**config.mk**
```make
export PLATFORM = sky130hd
export DESIGN_NAME = ov7670_config_ctrl
export DESIGN_NICKNAME = d
export VERILOG_FILES = /design/src/rtl/ov7670_config_ctrl.sv
export SDC_FILE = /design/constraint.sdc
export NUM_CORES = 1
export LEC_CHECK = 0
export BUFFER_PORTS_ARGS = -buffer_cell sky130_fd_sc_hd__buf_2
export CORE_ASPECT_RATIO = 0.9
export CORE_MARGIN = 1
export CORE_UTILIZATION = 45
export CTS_CLUSTER_SIZE = 25
export DETAILED_ROUTE_END_ITERATION = 10
export HOLD_SLACK_MARGIN = 0.06
export PLACE_DENSITY_LB_ADDON = 0.25
export SLEW_MARGIN = 20
export SYNTH_ARGS = -nofsm -noshare
export SYNTH_HDL_FRONTEND = slang
export SYNTH_SLANG_ARGS = --single-unit
```
**constraint.sdc**
```tcl
create_clock -name clk -period 2.7 [get_ports clk]
set_input_delay 0.54 -clock clk [delete_from_list [all_inputs] [get_ports clk]]
set_output_delay 0.54 -clock clk [all_outputs]
set_load 0.05 [all_outputs]
```
**src/rtl/ov7670_config_ctrl.sv**
```systemverilog
// ov7670_config_ctrl: walks a register table and issues one SCCB 3-phase write per entry to an OV7670.
module ov7670_config_ctrl #(
  parameter int         CLK_DIV      = 125,
  parameter int         DELAY_CYCLES = 50000,
  parameter logic [7:0] DEV_ADDR     = 8'h42
) (
  input  logic        clk,
  input  logic        reset,
  input  logic        start,
  output logic [7:0]  rom_addr,
  input  logic [15:0] rom_data,
  output logic        sioc,
  output logic        siod_out,
  output logic        siod_oe,
  output logic        busy,
  output logic        done
);
  localparam int QW = CLK_DIV > 1 ? $clog2(CLK_DIV) : 1;
  localparam int DW = DELAY_CYCLES > 1 ? $clog2(DELAY_CYCLES) : 1;
  typedef enum logic [3:0] {IDLE, FETCH, WAIT_ROM, DECODE, START_C, SEND, STOP_C, DELAY, DONE} state_t;
  state_t state, next;
  logic [QW-1:0] qcnt;
  logic [1:0] quarter;
  logic [3:0] bitn;
  logic [1:0] byten;
  logic [DW-1:0] dcnt;
  logic [15:0] entry;
  logic [7:0] cur_byte;
  logic bus, q_end, bit_end;
  assign bus = state inside {START_C, SEND, STOP_C};
  assign q_end = qcnt == QW'(CLK_DIV - 1);
  assign bit_end = q_end && quarter == 2'd3;
  assign cur_byte = byten == 2'd0 ? DEV_ADDR : byten == 2'd1 ? entry[15:8] : entry[7:0];
  always_comb begin
    next = state;
    case (state)
      IDLE, DONE: next = start ? FETCH : state;
      FETCH:      next = WAIT_ROM;
      WAIT_ROM:   next = DECODE;
      DECODE:     next = entry == 16'hFFFF ? DONE : entry == 16'hFFF0 ? DELAY : START_C;
      START_C:    next = bit_end ? SEND : START_C;
      SEND:       next = bit_end && bitn == 4'd8 && byten == 2'd2 ? STOP_C : SEND;
      STOP_C:     next = bit_end ? FETCH : STOP_C;
      DELAY:      next = dcnt == DW'(DELAY_CYCLES - 1) ? FETCH : DELAY;
      default:    next = IDLE;
    endcase
  end
  // Bit 9 of each byte is the ack slot: the line is released and never sampled.
  always_comb begin
    busy = !(state inside {IDLE, DONE});
    done = state == DONE;
    sioc = state == START_C ? !quarter[1] : state == SEND ? quarter[1] : state == STOP_C ? quarter != 2'd0 : 1'b1;
    siod_out = state == START_C ? quarter == 2'd0 : state == SEND ? (bitn == 4'd8 || cur_byte[~bitn[2:0]]) :
               state == STOP_C ? quarter[1] : 1'b1;
    siod_oe = !(state == SEND && bitn == 4'd8);
  end
  always_ff @(posedge clk) begin
    if (reset) begin
      state    <= IDLE;
      rom_addr <= '0;
      qcnt     <= '0;
      quarter  <= '0;
      bitn     <= '0;
      byten    <= '0;
      dcnt     <= '0;
      entry    <= '0;
    end else begin
      state <= next;
      if (state inside {IDLE, DONE} && start) rom_addr <= '0;
      else if (state inside {STOP_C, DELAY} && next == FETCH) rom_addr <= rom_addr + 8'd1;
      if (state == WAIT_ROM) entry <= rom_data;
      qcnt    <= bus && !q_end ? qcnt + 1'b1 : '0;
      quarter <= !bus ? 2'd0 : q_end ? quarter + 2'd1 : quarter;
      bitn    <= state != SEND || !bit_end ? (state == SEND ? bitn : 4'd0) : bitn == 4'd8 ? 4'd0 : bitn + 4'd1;
      byten   <= state != SEND ? 2'd0 : bit_end && bitn == 4'd8 ? (byten == 2'd2 ? 2'd0 : byten + 2'd1) : byten;
      dcnt    <= state == DELAY ? dcnt + 1'b1 : '0;
    end
  end
endmodule

```
### After elaboration in Yosys (flattened, before gate mapping)

Index checks and enable logic that the tools add are counted.

| storage, ports and cells | value |
|---|---|
| register bits after elaboration | 59 |
| bits in latches | 0 |
| memory bits (writable) | 0 |
| bits in read-only memories | 0 |
| input port bits | 19 |
| output and inout port bits | 13 |
| logic and storage cells | 87 |
| memories kept | 0 |

| cells by class | value |
|---|---|
| add/sub/neg operators | 6 |
| multiply operators | 0 |
| div/mod/pow operators | 0 |
| order comparisons | 1 |
| eq/ne operators | 19 |
| shift operators | 0 |
| mux-type cells | 22 |
| bitwise operators | 4 |
| reductions and logical operators | 27 |

Operators with widths:

| operator | number |
|---|---|
| == test 16 bit (second input constant) | 3 |
| case mux 4 bit (8 select lines) | 1 |
| 2-to-1 mux 4 bit | 5 |
| adder 16 x 1 -> 16 bit (second input constant) | 1 |
| == test 4 x 3 -> 1 bit (second input constant) | 4 |
| 2-to-1 mux 8 bit | 2 |
| OR reduction 2 bit | 6 |
| adder 8 x 1 -> 8 bit (second input constant) | 1 |
| == test 4 x 1 -> 1 bit (second input constant) | 2 |
| == test 4 x 2 -> 1 bit (second input constant) | 2 |
| == test 4 bit (second input constant) | 2 |
| 2-to-1 mux 1 bit | 8 |
| adder 7 x 1 -> 7 bit (second input constant) | 1 |
| == test 7 bit (second input constant) | 1 |
| logical AND 1 bit | 7 |
| 2-to-1 mux 2 bit | 3 |
| 2-to-1 mux 3 bit | 2 |
| nonzero test 2 bit | 3 |
| logical NOT 1 bit | 5 |
| adder 2 x 1 -> 2 bit (second input constant) | 2 |
| adder 4 x 1 -> 4 bit (second input constant) | 1 |
| == test 2 bit (second input constant) | 2 |
| logical NOT 2 bit | 2 |
| logical NOT 4 bit | 1 |
| other kinds (9) | 12 |

### Logic depth before layout (Yosys ltp)

Gate-level depths: netlist of run 1.

| depth | value |
|---|---|
| word-level depth | 8 |
| mapped depth | 8 |
| depth with buffers taken out | 7 |

### Worst setup path before layout of run 1

OpenSTA, ideal clock, no wires.

| path | value |
|---|---|
| path kind | register to output |
| from | reg bitn[0] |
| to | out siod_out |
| arrival time | 1756 ps |
| required time | 2160 ps |
| path slack | 404 ps |
| stages on the path, launching flop included | 9 |
| buffers on the path | 1 |
| cell sequence | dfxtp_1 clkbuf_1 inv_1 ha_1 a21oi_1 nand2_1 a221oi_1 a31oi_1 a31o_2 |

| on the way | value |
|---|---|
| word-level cells in the longest chain between the ends | 6 |
| elaborated cells on any way between the ends | 7 |
| those cells by class | eq/ne: 1; mux: 4; bitwise: 1; reduce/logical: 1 |

RTL lines:

| element | RTL line | source |
|---|---|---|
| start: declaration | 24 | `logic [3:0] bitn;` |
| start signal: assignment | 74 | `bitn <= state != SEND \|\| !bit_end ? (state == SEND ? bitn : 4'd0) : bitn == 4'd8 ? 4'd0 : bitn + 4'd1;` |
| inverter 3 bit | 53 | `siod_out = state == START_C ? quarter == 2'd0 : state == SEND ? (bitn == 4'd8 \|\| cur_byte[~bitn[2:0]]) :` |
| binary-select mux 1 bit (select 3 bit) | 53 |  |
| 2-to-1 mux 1 bit (not written as such) | 53 |  |
| logical OR 1 bit (*) | 53 |  |
| 2-to-1 mux 1 bit (*) (2 in a row) | 53 |  |
| end: declaration | 13 | `output logic siod_out,` |

Mark *: on every way between the ends. The rest lies on a longest branch, timed or not. The select of a mux whose other input is x is not followed.

### Worst setup path in the final report of run 1

| path | value |
|---|---|
| from | reg bitn[1] |
| to | out siod_out |

Same word-level chain as after synthesis.

==> results, run 1 <==
- The flow ran to the end, and the final reports show no timing, DRC or antenna violations.
- The number of antenna diodes in the final layout is 0.
- The fill cell instance count of the final layout is between 600 and 700.
- TritonCTS built the clock tree.
- The highest ir drop seen on vdd is 0.000290 V.
- The HPWL after detailed placement is between 4000 and 5000 um.
- Measured along the x axis, the die boundary spans 87.4 um.
- Setup violations remaining at the end of the flow were counted as 0.
- The core region is 6220 um2.
- The post-route cell area is 3380 um2.
- The number of I/O pins is 32.
- The Yosys step of the flow raised 0 warnings.
- In this run, the number of DRC markers left after iteration 0 of detailed routing was 149.
- The final clock period utilization by the worst path is 0.943.
- In this run, synthesis produced a sequential element count of 59.
- STA classifies the critical path startpoint as a flop.
- Averaged over all synthesized cells, the footprint is between 8 and 9 um2.
- The number of hold buffers added after CTS is 0.
- CTS saw 59 sinks.
- The floorplan has 27 rows.
- Of the synthesized area, sequential elements account for 0.400.
- The net count of the finished layout is around 420.
- The detailed-route vias per instance is 5.31.
- Summed over all layers, the global routing overflow is 0.
- Relative to the synthesized area, the layout overhead comes to 14.4%.
- The cell area after technology mapping is 2950 um2.
- Synthesis instantiated 50 different standard cells from the library.
- The final critical-path setup slack is 0.155 ns.
- The chip height is 78.8 um.
- Setup repair after global routing left no endpoint under its margin.
- Wires add up to 6240 um.
- The maximum fanout along the worst path is 7.
- The required time reported for the critical path endpoint is 2.16 ns.
- The first detailed-routing pass ran for 4 iterations.
- The leading register cell type out of synthesis is sky130_fd_sc_hd__dfxtp_1.
- After technology mapping, the gate count stands at 364.
- The top achievable clock speed is 393 MHz.
- Clock-pin slew was measured on the worst setup and hold paths at around 0.07 ns.
- The placer congestion estimate is ~0.9.
- The tightest slew margin relative to the limit is 0.589.
- The sum of internal, switching and leakage power is 1.91 mW.
- The worst setup path is captured at an output port.
- The synthesized design spends more area on one cell type than any other, namely sky130_fd_sc_hd__dfxtp_1.
- In this run the tool buffered the top-level ports with 31 buffer cells.
- The power density normalized to cell area is 567 nW/um2.
- The number of antenna violations at the first check in global routing is 0.
- The via count of the first global-routing pass is 2,358.
- The clock root buffer is sky130_fd_sc_hd__clkbuf_8.
- For this run, the total global-route usage over all layers was measured as 0.200.
- The reported leakage power is 1.20 nW.
- For this run, asynchronously set or reset flops after synthesis account for 0.
- For the final database, setup skew stands at 0.00623 ns.
- The startpoint-to-endpoint class of the critical path is reg -> out.
- The initial core utilization is 0.475.
- Of the cells placed in the final design, the portion with a size suffix greater than 1 is 0.177.
- The share of the synthesized area in the top cell type is 0.400.
- The setup slack at placement is around 0.27 ns.
- Summing over every cut layer, the via total after detailed routing is around 2,600.
- At the pin with the least slew margin, the transition time is 0.615 ns.
- Max-cap violations in this run came to 0.
- The worst min-delay path category is in -> reg.
- The hold violation count in the final report is 0.
- The first global-routing pass estimated 10,600 um of wire.
- Buffers inserted during clock tree synthesis total 9.
- The net count after synthesis is 391.
- The shortest clock period the worst path allows after layout is 2.54 ns.
- The summed negative setup slack over all endpoints is 0 ns.
- Once detail routing completed, the nets flagged for antenna violations numbered 0.
- The total count of max-transition violations in the final report came to 0.
- After detailed routing, the number of remaining DRC violations is 0.
- The number of enable flip-flop cells after synthesis is 0.
- The area of the die is 6880 um2.
- The final core utilization is 0.543.
- In this run the number of H-tree levels came out at 3.
- In this run the deepest clock path goes through 2 buffers.
- The detailed-route wire length per cell is 12.9 um.
- After clock tree synthesis, the setup repair step added 0 buffers.
- Yosys attributes the largest share of cell area to sky130_fd_sc_hd__dfxtp_1, sky130_fd_sc_hd__nand2_1, sky130_fd_sc_hd__nor2_1.
- The largest net degree at the start of global routing is 23.
- The placed instances occupy a cell area of 3160 um2.
- The worst endpoint data arrival time is 2.00 ns.
- The clock latency on the worst-skew pair is 0.34 ns.
## routing by layer
metal / GRT usage / up-vias / part of all wire
li1: - / 1302 / -
met1: 0.263 / 1170 / 0.49
met2: 0.302 / 78 / 0.43
met3: 0.0644 / 13 / 0.061
met4: 0.0836 / 0 / 0.017
met5: 0 / - / 0
## registers in the layout, summed over array words and instances, names as in the netlist
signal	cells
bitn	4
byten	2
dcnt	16
entry	16
qcnt	7
quarter	2
rom_addr	8
state	4
## cells in the final DEF, fill, tap and decap left out, types with 7 or more instances in the layout
| cell type | n |
|---|---|
| sky130_fd_sc_hd__nand4_1 | 11 |
| sky130_fd_sc_hd__dfxtp_1 | 57 |
| sky130_fd_sc_hd__nor2b_1 | 7 |
| sky130_fd_sc_hd__nand2_1 | 63 |
| sky130_fd_sc_hd__xor2_1 | 9 |
| sky130_fd_sc_hd__nand3_1 | 10 |
| sky130_fd_sc_hd__inv_1 | 14 |
| sky130_fd_sc_hd__xnor2_1 | 16 |
| sky130_fd_sc_hd__and3_1 | 7 |
| sky130_fd_sc_hd__a21oi_1 | 25 |
| sky130_fd_sc_hd__buf_2 | 30 |
| sky130_fd_sc_hd__ha_1 | 7 |
| sky130_fd_sc_hd__o21ai_0 | 11 |
| sky130_fd_sc_hd__clkbuf_8 | 11 |
| sky130_fd_sc_hd__nor2_1 | 45 |
## worst paths after layout
kind,cells past startpoint,start,end,slack (ns)
max,8,bitn[1],siod_out,0.16
min,3,rom_data[14],entry[14],0.43
max reg2reg,6,quarter[1],state[1],0.76
min reg2reg,1,dcnt[0],dcnt[0],0.45
## worst max-delay path: stages (launching register included)
cell                       delay [ns]
sky130_fd_sc_hd__dfxtp_4         0.38
sky130_fd_sc_hd__inv_1           0.10
sky130_fd_sc_hd__ha_2            0.20
sky130_fd_sc_hd__a21oi_2         0.19
sky130_fd_sc_hd__nand2_1         0.07
sky130_fd_sc_hd__a221oi_1        0.21
sky130_fd_sc_hd__a31oi_1         0.07
sky130_fd_sc_hd__a31o_2          0.25
sky130_fd_sc_hd__buf_4           0.18
## power by group
part / total, mW / switching [mW] / internal (mW) / leakage (nW)
logic: 0.162 / 0.106 / 0.0557 / 0.614
registers: 0.927 / 0.0334 / 0.893 / 0.478
clock network: 0.826 / 0.350 / 0.475 / 0.106
## timing repair
action / CTS / global route
setup endpoints to repair: 1 / 1
resized for setup: 2 / 5
pin swaps: 0 / 1
## logic make-up (layout without fill, tap and decap cells)
family          after synthesis  after routing  synth area share
simple gates                172            172             0.286
compound gates               62             62             0.138
flops                        59             59             0.400
buf+inv                      32             64            0.0445
xor+xnor                     25             25            0.0742
fa+ha+maj                     8              8            0.0339
mux                           6              6            0.0229
## synthesized netlist by cell type (2+ instances only)
library cell               count
sky130_fd_sc_hd__nand2_1      63
sky130_fd_sc_hd__dfxtp_1      59
sky130_fd_sc_hd__nor2_1       45
sky130_fd_sc_hd__a21oi_1      26
sky130_fd_sc_hd__xnor2_1      16
sky130_fd_sc_hd__inv_1        14
sky130_fd_sc_hd__nand4_1      11
sky130_fd_sc_hd__o21ai_0      11
sky130_fd_sc_hd__clkbuf_1     10
sky130_fd_sc_hd__nand3_1      10
sky130_fd_sc_hd__xor2_1        9
sky130_fd_sc_hd__ha_1          8
sky130_fd_sc_hd__and3_1        7
sky130_fd_sc_hd__nor2b_1       7
sky130_fd_sc_hd__buf_2         6
sky130_fd_sc_hd__a31oi_1       5
sky130_fd_sc_hd__nor3_1        5
sky130_fd_sc_hd__a211oi_1      4
sky130_fd_sc_hd__nand2b_1      4
sky130_fd_sc_hd__and2_1        3
sky130_fd_sc_hd__mux2i_1       3
sky130_fd_sc_hd__nor4_1        3
sky130_fd_sc_hd__or3_1         3
sky130_fd_sc_hd__a211oi_2      2
sky130_fd_sc_hd__a221oi_1      2
sky130_fd_sc_hd__and4bb_2      2
sky130_fd_sc_hd__mux2_2        2
sky130_fd_sc_hd__o22ai_1       2
## through the flow
stage	instances	hold slack (ns)
after CTS	483	0.413
final	483	0.429
after global routing	483	0.437
after detailed placement	467	0.442
after floorplan	364	0.418
after global placement	467	0.434
## layout make-up
type,count,area (um2),share of cell area
multi-input combinational,273,1640,0.487
sequential,59,1190,0.351
timing repair buffer,34,180,0.0534
clock buffer,12,155,0.0460
tap,87,109,0.0322
inverter,14,52.6,0.0156
clock inverter,4,48.8,0.0145
(Power assumes the default switching activity.)
==> run 2, diff against run 1 <==
--- a/config.mk
+++ b/config.mk
@@ -13,6 +13,7 @@
 export DETAILED_ROUTE_END_ITERATION = 10
 export HOLD_SLACK_MARGIN = 0.06
 export PLACE_DENSITY_LB_ADDON = 0.25
+export SKIP_LAST_GASP = 1
 export SLEW_MARGIN = 20
 export SYNTH_ARGS = -nofsm -noshare
 export SYNTH_HDL_FRONTEND = slang
==> constraint.sdc (replaced) <==
create_clock -name clk -period 2.8 [get_ports clk]
set_input_delay 0.56 -clock clk [delete_from_list [all_inputs] [get_ports clk]]
set_output_delay 0.56 -clock clk [all_outputs]
set_load 0.05 [all_outputs]
==> results, run 2 (synthesis gave the netlist of run 1 again) <==
- The number of nets still failing antenna checks after routing was 0 (unchanged).
- The final clock period utilization by the worst path is 0.951.
- The worst hold path stage count is 3 (unchanged).
- The detailed-route vias per instance is 5.24 (-1.2%).
- The maximum clock insertion buffer count is 2 (unchanged).
- The largest individual stage delay along the critical path comes from the cell sky130_fd_sc_hd__dfxtp_2.
- The highest ir drop seen on vdd came to 0.000545 V (+88%).
- The met1 track demand over resource in global routing is 0.270 (+0.00631).
- The capturing point of the worst reg2reg path is state[1].
- The synthesis-to-layout area growth is 14.9%.
- The number of hold buffers added after CTS is 0 (unchanged).
- The reported leakage power came to 1.20 nW (+0.11%).
- The clock root buffer is sky130_fd_sc_hd__clkbuf_8.
- The placer congestion estimate is 0.898 (unchanged).
- The total half-perimeter wirelength after legalization and detailed placement was 4420 um (-0.73%).
- The worst setup path is captured at an output port.
- The power density normalized to cell area is 567 nW/um2 (about the same).
- The shortest clock period the worst path allows after layout is 2.66 ns.
- The number of levels the H-tree was split into came to 3 (unchanged).
- The worst endpoint data arrival time is 2.10 ns (+0.10 ns).
- The top achievable clock speed is 375 MHz.
- The required time reported for the critical path endpoint is 2.24 ns (+0.08 ns).
- met2 is the most crowded layer.
- The fill cell instance count of the final layout is 617 (-2.2%).
- The overall via count from detail_route is 2,533 (-1.2%).
- The clock transition at the register clock pins on the worst setup and hold paths after CTS is 0.07 ns (about the same).
- The area of the die is 6880 um2 (unchanged).
- The number of buffers added on ports came to 31 (unchanged).
- The end point of the most critical hold path is entry[14].
- The buffers inserted during post-CTS setup optimization is 0 (unchanged).
- The CTS tree is yes.
- The number of rows in the core area was 27 (unchanged).
- The total core area was 6220 um2 (unchanged).
- The clock sink count is 59 (unchanged).
- The remaining design rule violation count was 0 (unchanged).
- The hold violation count in the final report is 0 (unchanged).
- The worst hold path belongs to the class in -> reg.
- The total global-route track usage is 0.202 (+0.00195).
- The clock latency on the worst-skew pair came to 0.34 ns (about the same).
- The total overflow reported by the global router is 0 (unchanged).
- The initial detailed-routing violation count is 147 (-1.3%).
- The final core utilization is 0.545 (+0.00241).
- The worst hold path startpoint is rom_data[14].
- Leaving out fill and tap cells, the most frequent cells in the layout are sky130_fd_sc_hd__nand2_1, sky130_fd_sc_hd__dfxtp_1, sky130_fd_sc_hd__nor2_1.
- The transition time at the pin with the least slew margin was 0.615 ns (-0.000133 ns).
- The tightest slew margin relative to the limit is 0.589 (about the same).
- The final-report setup violation count came to 0 (unchanged).
- The flow ran to the end, and the final reports show no timing, DRC or antenna violations.
- The largest net degree at the start of global routing came to 23 (unchanged).
- The chip height came to 78.8 um (unchanged).
- The number of detailed-routing iterations run before antenna repair is 4 (unchanged).
- The delay contributed by the slowest stage of the critical path is 0.39 ns (about the same).
- The number of antenna violations at the first check in global routing was 0 (unchanged).
- The number of I/O pins is 32 (unchanged).
- The total count of max-transition violations in the final report was 0 (unchanged).
- The largest registers in the layout are dcnt x16, entry x16, rom_addr x8.
- The sum of routed wire length over all layers came to 6200 um (-0.66%).
- The sum of internal, switching and leakage power was 1.92 mW (+0.43%).
- The initial core utilization is 0.475 (unchanged).
- The via count of the first global-routing pass is 2,344 (-0.59%).
- The net count of the finished layout came to 418 (unchanged).
- The most common library cell in the layout ignoring fill and taps is sky130_fd_sc_hd__nand2_1.
- The worst setup slack for register-to-register paths is 0.82 ns (+0.06 ns).
- The startpoint-to-endpoint class of the critical path is reg -> out.
- The die width is 87.4 um (unchanged).
- The global-route wire length before repair is 10,700 um (+1.3%).
- The number of maximum-capacitance constraint violations is 0 (unchanged).
- The routing usage on met2 is 0.303 (+0.00156).
- The startpoint identified for the worst register-to-register timing path is quarter[1].
- The share of cells above drive strength 1 is 0.177 (unchanged).
- The routing usage on met3 came to 0.0582 (-0.00624).
- The critical path goes through inv_1 > ha_1 > a21oi_2 > nand2_1 > a221oi_1 > a31oi_1 > a31o_2 > buf_2.
- The clock skew after layout came to 0.00454 ns (-0.00169 ns).
- The startpoint class of the critical path is a flop.
- The maximum fanout along the worst path came to 7 (unchanged).
- The total inserted antenna cells is 0 (unchanged).
- The path depth of the worst reg2reg path is 6 (unchanged).
- The number of clock buffers inserted by TritonCTS came to 9 (unchanged).
- The detailed-route wire length per cell is 12.8 um (-0.66%).
-- run 2: changes by cell type in the layout (fill, tap and decap cells not counted) --
cell and delta:
sky130_fd_sc_hd__buf_2 +1, sky130_fd_sc_hd__clkbuf_8 -1, sky130_fd_sc_hd__buf_4 -1, sky130_fd_sc_hd__clkinv_2 -1
sky130_fd_sc_hd__dfxtp_4 -1, sky130_fd_sc_hd__dfxtp_2 +1, sky130_fd_sc_hd__clkbuf_1 -1, sky130_fd_sc_hd__clkinvlp_4 +2
sky130_fd_sc_hd__ha_1 +1, sky130_fd_sc_hd__bufinv_16 +1, sky130_fd_sc_hd__ha_2 -1
-- run 2: layout make-up --
cell class / instances / area, um2 / share of cell area
clock buffer: 10 / 138 / 0.0406
clock inverter: 6 / 88.8 / 0.0262
inverter: 14 / 52.6 / 0.0155
multi-input combinational: 273 / 1640 / 0.484
sequential: 59 / 1180 / 0.349
tap: 87 / 109 / 0.0321
timing repair buffer: 34 / 178 / 0.0524
-- run 2: metal layers --
layer	share of wire	vias up
met5	0	-
met2	0.44	71
met3	0.049	10
li1	-	1302
met1	0.49	1150
met4	0.020	0
-- run 2: worst max-delay path by stage --
stage / depth (start not counted) / endpoint / startpoint
6_report: 8 / siod_out / bitn[1]
2_1_floorplan: 8 / siod_out / bitn[0]
3_3_place_gp: 8 / siod_out / bitn[1]
5_1_grt: 8 / siod_out / bitn[1]
4_1_cts: 8 / siod_out / bitn[1]
3_5_place_dp: 8 / siod_out / bitn[1]
-- run 2: report_power, final --
group	switching (mW)	internal (mW)	total, mW
registers	0.0325	0.862	0.895
logic	0.102	0.0536	0.156
clock network	0.347	0.524	0.872
-- run 2: critical path, delay by kind of cell, from the launching register on --
family	cells	cell delay (ns)
buffers and inverters	2	0.32
AND/OR/NAND/NOR	1	0.07
adder cells (fa/ha/maj)	1	0.24
flip-flops	1	0.39
AO/OA/AOI/OAI	4	0.74
-- run 2: repair_timing --
action                                  in CTS  in global routing
endpoints found under the setup margin       1                  1
gates resized for setup                      1                  2
gates cloned                                 0                  0
-- run 2: through the flow --
step / setup slack (ns) / cell area (um2) / hold WS (ns) / TNS, ns / cells
CTS: 0.0809 / 3390 / 0.433 / 0 / 483
detailed placement: 0.374 / 3160 / 0.444 / 0 / 467
global route: -0.00869 / 3390 / 0.450 / -0.00869 / 483
finish: 0.137 / 3390 / 0.450 / 0 / 483
floorplan: 0.484 / 2950 / 0.418 / 0 / 364
global placement: 0.452 / 3160 / 0.434 / 0 / 467
==> run 3, diff against run 2 <==
--- a/config.mk
+++ b/config.mk
@@ -5,6 +5,7 @@
 export SDC_FILE = /design/constraint.sdc
 export NUM_CORES = 1
 export LEC_CHECK = 0
+export ABC_AREA = 1
 export BUFFER_PORTS_ARGS = -buffer_cell sky130_fd_sc_hd__buf_2
 export CORE_ASPECT_RATIO = 0.9
 export CORE_MARGIN = 1
==> results, run 3 <==
- The shortest clock period the worst path allows after layout is 2.50 ns (-0.162 ns).
- The largest total area in the synthesized netlist belongs to sky130_fd_sc_hd__dfxtp_1.
- The required time reported for the critical path endpoint is 2.24 ns (about the same).
- The placer congestion estimate came to 0.879 (-2.1%).
- Setup repair after global routing left no endpoint under its margin.
- The worst hold path startpoint is qcnt[0].
- The net count of the finished layout is 530 (+27%).
- The total core area is 6620 um2 (+6.5%).
- The post-cts gate resize count is 0 (-1).
- The transition time at the pin with the least slew margin was 0.494 ns (-0.121 ns).
- The worst register-to-register path begins at bitn[0].
- The cell area after technology mapping came to 3120 um2 (+5.7%).
- The fill cell instance count of the final layout came to 645 (+4.5%).
- The largest net degree at the start of global routing is 20 (-13%).
- The number of buffers added on ports is 31 (unchanged).
- The placed cell count is 582 (+25%).
- The initial detailed-routing violation count is 148 (+0.68%).
- The share of the synthesized area in the top cell type is 0.379 (-0.0217).
- By area the synthesized netlist is led by sky130_fd_sc_hd__dfxtp_1, sky130_fd_sc_hd__nor2_1, sky130_fd_sc_hd__nand2_1.
- The number of hold buffers added after CTS came to 0 (unchanged).
- The final clock period utilization by the worst path is 0.893 (-0.0578).
- The total count of max-transition violations in the final report is 0 (unchanged).
- In this design, the largest share of critical-path delay is due to flip-flops.
- The clock sink count was 59 (unchanged).
- The internal power contribution came to 1.51 mW (+4.6%).
- The library cell used most frequently in the layout, excluding fill and tap cells, is sky130_fd_sc_hd__nor2_1.
- The leading cell type by number of instances after synthesis is sky130_fd_sc_hd__nor2_1.
- The buffers inserted during post-CTS setup optimization is 0 (unchanged).
- The maximum fanout along the worst path is 8 (+1).
- The via count of the first global-routing pass is 2,581 (+10%).
- The total inserted antenna cells is 0 (unchanged).
- The summed negative setup slack over all endpoints is 0 ns (unchanged).
- The number of detailed-routing iterations run before antenna repair was 4 (unchanged).
- The synthesized instance count was 465 (+28%).
- The routed length on met3 was 278 um (-8.3%).
- The reported leakage power is 1.50 nW (+25%).
- The total global-route track usage is 0.197 (-0.00494).
- The start point of the critical path is byten[1].
- The top achievable clock speed is 400 MHz (+6.5%).
- The largest registers in the layout are dcnt x16, entry x16, rom_addr x8.
- The detailed-route wire length per cell came to 11.2 um (-13%).
- The tightest slew margin relative to the limit is 0.670 (+0.0816).
- The synthesized flop and latch total is 59 (unchanged).
- The final-report setup violation count came to 0 (unchanged).
- The min-delay analysis places its worst path in the category reg -> reg.
- The number of I/O pins was 32 (unchanged).
- The register share of total power is 0.447 (-0.018).
- The number of nets still failing antenna checks after routing is 0 (unchanged).
- The library cells used most frequently in the layout, excluding fill and tap cells, are sky130_fd_sc_hd__nor2_1, sky130_fd_sc_hd__nand2_1, sky130_fd_sc_hd__dfxtp_1.
- Ranked by instance count, the synthesized netlist is headed by sky130_fd_sc_hd__nor2_1, sky130_fd_sc_hd__nand2_1, sky130_fd_sc_hd__dfxtp_1.
- The total area of multi-input combinational cells was 1680 um2 (+2.1%).
- Walking the worst path, the cells encountered are inv_2 > nand2_1 > nor2_1 > o2111ai_1 > nand2_1 > a31o_2 > nand3_1 > buf_2.
- The number of antenna violations at the first check in global routing is 0 (unchanged).
- The number of enable flip-flop cells after synthesis was 0 (unchanged).
- The combinational share of power is 0.124 (+0.043).
- The share of total power consumed by net switching was 0.270 (+0.0187).
- The met1 routed wirelength after detailed routing is 3380 um (+11%).
- The clock share of power is 0.430 (-0.023).
- The overall via count from detail_route is 2,904 (+15%).
- The worst endpoint data arrival time came to 1.94 ns (-0.16 ns).
- The area of the die is 7270 um2 (+5.6%).
- The share of flip-flops with an asynchronous set or reset after synthesis is 0 (unchanged).
- The net count after synthesis is 492 (+26%).
- In the synthesized netlist the dominant register cell turns out to be sky130_fd_sc_hd__dfxtp_1.
- The distinct cell type count of the synthesized netlist came to 37 (-26%).
- The worst setup path is captured at an output port.
- The total half-perimeter wirelength after legalization and detailed placement is 4960 um (+12%).
- The hold violation count in the final report is 0 (unchanged).
- The global-route wire length before repair came to 11,300 um (+5.5%).
- TritonCTS built the clock tree.
- Counting stages on the worst path, the most repeated cell is sky130_fd_sc_hd__nand2_1.
- The total met2 wirelength after detailed routing was 2880 um (+5.5%).
- The number of levels the H-tree was split into is 3 (unchanged).
- The highest-delay cell along the critical path is sky130_fd_sc_hd__dfxtp_1.
- The synthesis-to-layout area growth is 15.4%.
- The warning count from the yosys run is 0 (unchanged).
- The share of cells above drive strength 1 is 0.177 (+0.000398).
- The delay contributed by the slowest stage of the critical path came to 0.45 ns (+0.06 ns).
- The maximum clock insertion buffer count is 2 (unchanged).
- The detailed router used layers up to and including met4.
- The highest ir drop seen on vdd was 0.000366 V (-33%).
- The worst hold slack is 0.454 ns (+0.00418 ns).
- The net switching component of the power is 0.556 mW (+15%).
- The initial core utilization was 0.471 (-0.00355).
- The run finished with clean final reports.
- The power density normalized to cell area is 573 nW/um2 (+1.0%).
- STA classifies the critical path startpoint as a flop.
- The startpoint-to-endpoint class of the critical path is reg -> out.
- The part of the Yosys area used for sequential elements is 0.379 (-0.0217).
- The number of clock buffers inserted by TritonCTS is 9 (unchanged).
- The chip height came to 81.0 um (+2.8%).
- The detailed-route vias per instance is 4.86 (-7.4%).
- The clock transition at the register clock pins on the worst setup and hold paths after CTS is 0.07 ns (about the same).
- The register cell area after layout came to 1180 um2 (-0.21%).
- The sum of routed wire length over all layers is 6670 um (+7.5%).
- The clock latency on the worst-skew pair is 0.35 ns (about the same).
- The total buffers and inverters traversed by the critical path was 2 (unchanged).
- The die width is 89.8 um (+2.8%).
- Clock tree synthesis selected as its root buffer the cell sky130_fd_sc_hd__clkbuf_8.
- The number of rows in the core area is 28 (+3.7%).
- The sum of internal, switching and leakage power was 2.06 mW (+7.3%).
- The remaining design rule violation count is 0 (unchanged).
- The number of maximum-capacitance constraint violations is 0 (unchanged).
- The total overflow reported by the global router is 0 (unchanged).
- The clock skew after layout was 0.00599 ns (+0.00145 ns).
- The average size of a mapped cell came to 6.71 um2 (-17%).
- The number of standard cells in the layout, taps in and fillers out was 598 (+24%).
## run 3: cell type report
class                      instances  share of cell area
multi-input combinational        337               0.465
tap                               90              0.0313
sequential                        59               0.328
clock buffer                      11              0.0420
clock inverter                     5              0.0208
timing repair buffer              32              0.0452
inverter                          64              0.0674
## run 3: routing by layer
metal  track usage  vias to the layer above
met5             0                        -
met4        0.0934                        0
met3        0.0487                       12
met2         0.320                       61
met1         0.250                     1270
li1              -                     1561
## run 3: worst paths after layout
path,to,slack [ns],cells after the start
hold reg to reg,qcnt[0],0.45,1
hold / removal,qcnt[0],0.45,1
setup / recovery,siod_out,0.30,8
setup reg to reg,rom_addr[7],0.90,12
## run 3: cells by family (layout without fill, tap and decap cells)
| family | after synthesis | after routing | synth area share |
|---|---|---|---|
| DFF | 59 | 59 | 0.379 |
| adders and majority gates | 8 | 8 | 0.0321 |
| buffers and inverters | 69 | 112 | 0.0842 |
| and+or+nand+nor | 257 | 257 | 0.368 |
| xor gates and xnor gates | 7 | 7 | 0.0197 |
| AOI/OAI and AO/OA | 65 | 65 | 0.117 |
## run 3: power by group through the flow
stage	clock network (mW)	logic, mW	registers [mW]
2_1_floorplan	0	0.200	0.925
3_3_place_gp	0	0.249	0.939
3_5_place_dp	0	0.255	0.939
4_1_cts	0.908	0.256	0.921
5_1_grt	0.932	0.288	0.926
6_report	0.886	0.255	0.922
## run 3: metrics by stage
| step | cell area [um2] | utilization | setup slack [ns] |
|---|---|---|---|
| floorplan | 3120 | - | 0.320 |
| global placement | 3370 | 0.510 | 0.708 |
| detailed placement | 3370 | 0.510 | 0.675 |
| CTS | 3600 | 0.544 | 0.289 |
| global route | 3600 | 0.544 | 0.155 |
| finish | 3600 | 0.544 | 0.299 |
## run 3: worst register-to-register path, cell delays in order (launching register included)
cell and delay, ns:
sky130_fd_sc_hd__dfxtp_1 0.44, sky130_fd_sc_hd__inv_1 0.12, sky130_fd_sc_hd__ha_1 0.22, sky130_fd_sc_hd__nand2_1 0.06, sky130_fd_sc_hd__nor2_1 0.06, sky130_fd_sc_hd__nand4_1 0.13
sky130_fd_sc_hd__nor2_1 0.08, sky130_fd_sc_hd__nor2_2 0.15, sky130_fd_sc_hd__nand3_2 0.13, sky130_fd_sc_hd__nor2_8 0.20, sky130_fd_sc_hd__nand3_1 0.09, sky130_fd_sc_hd__nand2_1 0.08
sky130_fd_sc_hd__nor2_1 0.04
